===== src/rtl/rr_arbiter4_pkg.sv =====
// rr_arbiter4_pkg: shared state encoding and requester count for the arbiter
package rr_arbiter4_pkg;
  localparam logic [0:0] IDLE = 1'b0;
  localparam logic [0:0] BUSY = 1'b1;
  localparam int NREQ = 4;
endpackage


===== src/rtl/rr_arbiter4_if.sv =====
// rr_arbiter4_if: request/grant bundle between requesters and the arbiter
interface rr_arbiter4_if;
  import rr_arbiter4_pkg::*;
  logic [NREQ-1:0] req;
  logic [NREQ-1:0] gnt;
  logic            gnt_valid;
  logic [1:0]      gnt_id;
  logic            timeout;
  modport master (output req, input gnt, gnt_valid, gnt_id, timeout);
  modport slave  (input req, output gnt, gnt_valid, gnt_id, timeout);
endinterface


===== src/rtl/rr_arbiter4_decoder24.sv =====
// decoder24: enable-gated 2-to-4 one-hot decoder
module decoder24 (
  input  logic       en_i,
  input  logic [1:0] sel_i,
  output logic [3:0] y_o
);
  assign y_o = en_i ? 4'b0001 << sel_i : 4'b0000;
endmodule


===== src/rtl/rr_arbiter4.sv =====
// rr_arbiter4: four-way round-robin arbiter with bounded grant tenure
module rr_arbiter4
  import rr_arbiter4_pkg::*;
#(
  parameter int MAX_HOLD = 8,
  parameter int CNT_W    = 8
) (
  input logic          clk,
  input logic          rst,
  rr_arbiter4_if.slave arb
);
  logic [0:0]       state_q, state_d;
  logic [1:0]       id_q, id_d;
  logic [CNT_W-1:0] cnt_q, cnt_d;
  logic             to_q, to_d;
  // first requester after the previous owner; walking backwards lets the nearest one win
  function automatic logic [1:0] rr_pick(input logic [NREQ-1:0] r, input logic [1:0] last);
    logic [1:0] idx;
    rr_pick = last;
    for (int k = NREQ; k >= 1; k--) begin
      idx = last + 2'(k);
      if (r[idx]) rr_pick = idx;
    end
  endfunction
  // grant on any request in IDLE; release on owner drop, else force release at tenure limit
  always_comb begin
    state_d = state_q;
    id_d    = id_q;
    cnt_d   = '0;
    to_d    = 1'b0;
    if (state_q == IDLE) begin
      if (|arb.req) begin
        state_d = BUSY;
        id_d    = rr_pick(arb.req, id_q);
      end
    end else if (!arb.req[id_q]) begin
      state_d = IDLE;
    end else if (cnt_q == CNT_W'(MAX_HOLD - 1)) begin
      state_d = IDLE;
      to_d    = 1'b1;
    end else begin
      cnt_d = cnt_q + 1'b1;
    end
  end
  // state registers; id resets to 3 so requester 0 wins first
  always_ff @(posedge clk) begin
    if (rst) begin
      state_q <= IDLE;
      id_q    <= 2'd3;
      cnt_q   <= '0;
      to_q    <= 1'b0;
    end else begin
      state_q <= state_d;
      id_q    <= id_d;
      cnt_q   <= cnt_d;
      to_q    <= to_d;
    end
  end
  decoder24 u_dec (
    .en_i  (state_q == BUSY),
    .sel_i (id_q),
    .y_o   (arb.gnt)
  );
  assign arb.gnt_valid = state_q == BUSY;
  assign arb.gnt_id    = id_q;
  assign arb.timeout   = to_q;
endmodule


===== src/flat_wrapper.sv =====
// flat-port wrapper written by rule: the top's interface ports become plain ports
module rr_arbiter4_flat import rr_arbiter4_pkg::*;
#(
  parameter int MAX_HOLD = 8,
  parameter int CNT_W    = 8
)
  (clk, rst, arb_req, arb_gnt, arb_gnt_valid, arb_gnt_id, arb_timeout);
  rr_arbiter4_if arb_i ();
  input logic clk;
  input logic rst;
  input wire logic [$bits(arb_i.req)-1:0] arb_req;
  output wire logic [$bits(arb_i.gnt)-1:0] arb_gnt;
  output wire logic [$bits(arb_i.gnt_valid)-1:0] arb_gnt_valid;
  output wire logic [$bits(arb_i.gnt_id)-1:0] arb_gnt_id;
  output wire logic [$bits(arb_i.timeout)-1:0] arb_timeout;
  assign arb_i.req = arb_req;
  assign arb_gnt = arb_i.gnt;
  assign arb_gnt_valid = arb_i.gnt_valid;
  assign arb_gnt_id = arb_i.gnt_id;
  assign arb_timeout = arb_i.timeout;
  rr_arbiter4 #(.MAX_HOLD(MAX_HOLD), .CNT_W(CNT_W)) u_core (.clk(clk), .rst(rst), .arb(arb_i));
endmodule

===== config.mk =====
export PLATFORM = sky130hd
export DESIGN_NAME = rr_arbiter4_flat
export DESIGN_NICKNAME = d
export VERILOG_FILES = /design/src/rtl/rr_arbiter4_pkg.sv /design/src/rtl/rr_arbiter4_if.sv /design/src/rtl/rr_arbiter4_decoder24.sv /design/src/rtl/rr_arbiter4.sv /design/src/flat_wrapper.sv
export SDC_FILE = /design/constraint.sdc
export NUM_CORES = 1
export LEC_CHECK = 0
export ABC_AREA = 1
export CORE_MARGIN = 1.5
export CORE_UTILIZATION = 45
export DETAILED_ROUTE_END_ITERATION = 8
export PLACE_DENSITY_LB_ADDON = 0.2
export SLEW_MARGIN = 10
export SYNTH_ARGS = -nofsm -noshare
export SYNTH_HDL_FRONTEND = slang
export SYNTH_SLANG_ARGS = --single-unit

===== constraint.sdc =====
create_clock -name clk -period 3.03 [get_ports clk]
set_input_delay 0.606 -clock clk [delete_from_list [all_inputs] [get_ports clk]]
set_output_delay 0.606 -clock clk [all_outputs]
set_load 0.01 [all_outputs]

==> results.md <==
* Post-DP HPWL at 1.16 mm
* Die width at 43.8 um
* DR DRC count at 0
* Leakage power at 0.436 nW
* Syn Std Cell Area at 751 sq um
* GRT overflow at 0
* WL/cell at 10.5 um
* Area growth syn-to-layout at 24.8%
* Worst Hold Class: reg -> reg
* Antenna fix cells at 0
* Initial Util at 48.7%
* First-pass GRT wire length at 2.53 mm
* Root Buffer: clkbuf_4
* GRT Total Usage at 17.5%
* CP startpoint kind: flip-flop
* Number of CTS-inserted buffers at 3
* R2r endpoint: u_core.arb.gnt_id[0]
* Maximum fanout along the worst path at 10
* Core footprint at 0.00154 sq mm
* Skew-Pair Late Insertion Delay at 0.27 ns
* Reg2reg start: u_core.arb.gnt_id[0]
* Non-filler instance count after layout at 138
* Register bit total from synthesis at 12
* Commonest non-fill, non-tap cell in the layout: nand2_1
* Clock skew at 0.00285 ns
* Mean Syn Cell Area at 7.15 sq um
* Pwr dens at 753 mW/mm^2
* Sink Count at 12
* Hold path start: u_core.cnt_q[0]
* Largest net degree at the start of global routing at 11
* Fin Setup TNS at 0 ns
* IR drop worst, VDD at 507 uV
* Final slew viol count at 0
* # hold bufs at CTS at 0
* Least-Margin Pin Slew at 0.396 ns
* Reg-to-reg slack, setup at 1.42 ns
* Max-cap violation count at 0
* Slew margin rel. at 73.4%
* Via density at 4.97
* Min Tclk post-route at 2.33 ns
* Hold endpoint: u_core.cnt_q[0]
* FP Rows at 14
* Antenna-violating nets left at 0
* Number of global-route vias before repair at 606
* Fin crit share at 77.0%
* Seq/Total Area, Yosys at 32.0%
* IO Pins at 14
* Gpl congestion at 0.855
* TritonRoute pass-1 iters at 4
* TritonCTS clock tree: yes
* Layout filler cell count at 151
* Required @ worst endpoint at 2.42 ns
* Crit Path Category: reg -> out
* Post-CTS Setup Inserts at 0
* Final number of setup-violating endpoints at 0
* CTS resizes at 0
* Unrepaired setup endpoints after global routing: no
* Htree depth at 1
* Tot Pwr at 0.000706 W
* Final instance area at 937 sq um
* IO Port Bufs at 13
* Layout cell share with drive strength beyond 1 at 16.4%
* Most frequent cells in the layout: 32 x nand2_1, 16 x inv_1, 13 x clkdlybuf4s50_1
* Routed wire length at 1.45 mm
* Worst Hold Path Cells at 1
* Syn nets at 116
* Cell Area, Placed at 901 sq um
* Count of warnings emitted by yosys at 0
* Initial antenna violation count at 0
* Mapped Cells at 105
* CP endpoint kind: output pin
* Fmax at 429 MHz
* Post-synth cell types at 22
* Final Hold Fails at 0
* Die ar. at 0.00192 sq mm
* Maximum buffer depth of the clock tree at 2
* Die height at 43.8 um
* Crit path DAT at 1.73 ns
* DR iter-0 viols at 16
* DR vias at 686
* Final net count at 134
* Fin util at 60.8%
* Worst R2R Path Depth at 9
* Placed insts at 134
* Status: complete, no violations
* Clock transition at the registers of the reported paths at 0.07 ns
## Yosys cell counts, drive strengths merged
master	instances	share of area, %
nor2	9	6.2
xnor2	1	1.2
inv	17	8.5
nand2	34	18
nor3b	1	1.7
o31ai	1	1.0
xor2	2	2.3
dfxtp	12	32
ha	5	8.3
a21oi	5	5.3
nor3	3	3.5
nand3	9	6.7
or2	1	0.83
nor4	2	1.7
nand4	3	2.5
## through the flow
stage,hold slack (ns),worst slack [ns]
6_report,0.473,0.698
5_1_grt,0.509,0.568
4_1_cts,0.478,0.685
3_5_place_dp,0.460,0.986
3_3_place_gp,0.454,1.04
2_1_floorplan,0.439,1.48
## critical path, stage by stage, from the launching register on
cell and delay (ns):
dfxtp_1 0.51, inv_2 0.15, ha_1 0.24, nand2_1 0.06, inv_1 0.04, clkdlybuf4s50_1 0.46
## cell families (layout without fill, tap and decap cells)
logic type / after synthesis / after routing / synth area share (%)
buf+inv: 17 / 34 / 8.50
compound gates: 6 / 6 / 6.33
fa+ha+maj: 5 / 5 / 8.33
xor+xnor: 3 / 3 / 3.50
simple gates: 62 / 62 / 41.3
flops: 12 / 12 / 32.0
## layout make-up
cell class | instances | area (sq um) | share of cell area [%]
well taps | 16 | 20.0 | 2.14
flip-flops and latches | 12 | 240 | 25.6
multi-input cells | 76 | 447 | 47.7
inverters | 17 | 63.8 | 6.81
clock buffers | 4 | 36.3 | 3.87
repair buffers | 13 | 130 | 13.9
## per-layer routing
| layer | vias up | global-route usage (%) | part of all wire [%] |
|---|---|---|---|
| met2 | 15 | 32.6 | 52 |
| met3 | 2 | 1.25 | 2.9 |
| li1 | 370 | - | - |
| met5 | - | 0 | 0 |
| met4 | 0 | 7.27 | 0.62 |
| met1 | 299 | 20.1 | 44 |
## worst max-delay path by stage
stage / from / end / slack, ns
floorplan: u_core.arb.gnt_id[0] / arb_gnt[0] / 1.48
global placement: u_core.arb.gnt_id[0] / arb_gnt[2] / 1.04
detailed placement: u_core.arb.gnt_id[0] / arb_gnt[2] / 0.99
CTS: u_core.arb.gnt_id[0] / arb_gnt[2] / 0.69
global route: u_core.arb.gnt_id[0] / arb_gnt[2] / 0.57
finish: u_core.arb.gnt_id[0] / arb_gnt[2] / 0.70
## state kept, by name (all words and copies together) (netlist names)
| signal | cells |
|---|---|
| u_core.arb.gnt_id | 2 |
| u_core.arb.timeout | 1 |
| u_core.arb.gnt_valid | 1 |
| u_core.cnt_q | 8 |
## power breakdown
group          internal (W)  switching [W]  leakage [nW]  total, W
registers          0.000180      0.0000438        0.0977  0.000223
clock network     0.0000729      0.0000506        0.0210  0.000124
logic              0.000154       0.000205         0.318  0.000359
total              0.000406       0.000299         0.436  0.000706
(Power assumes the default switching activity.)
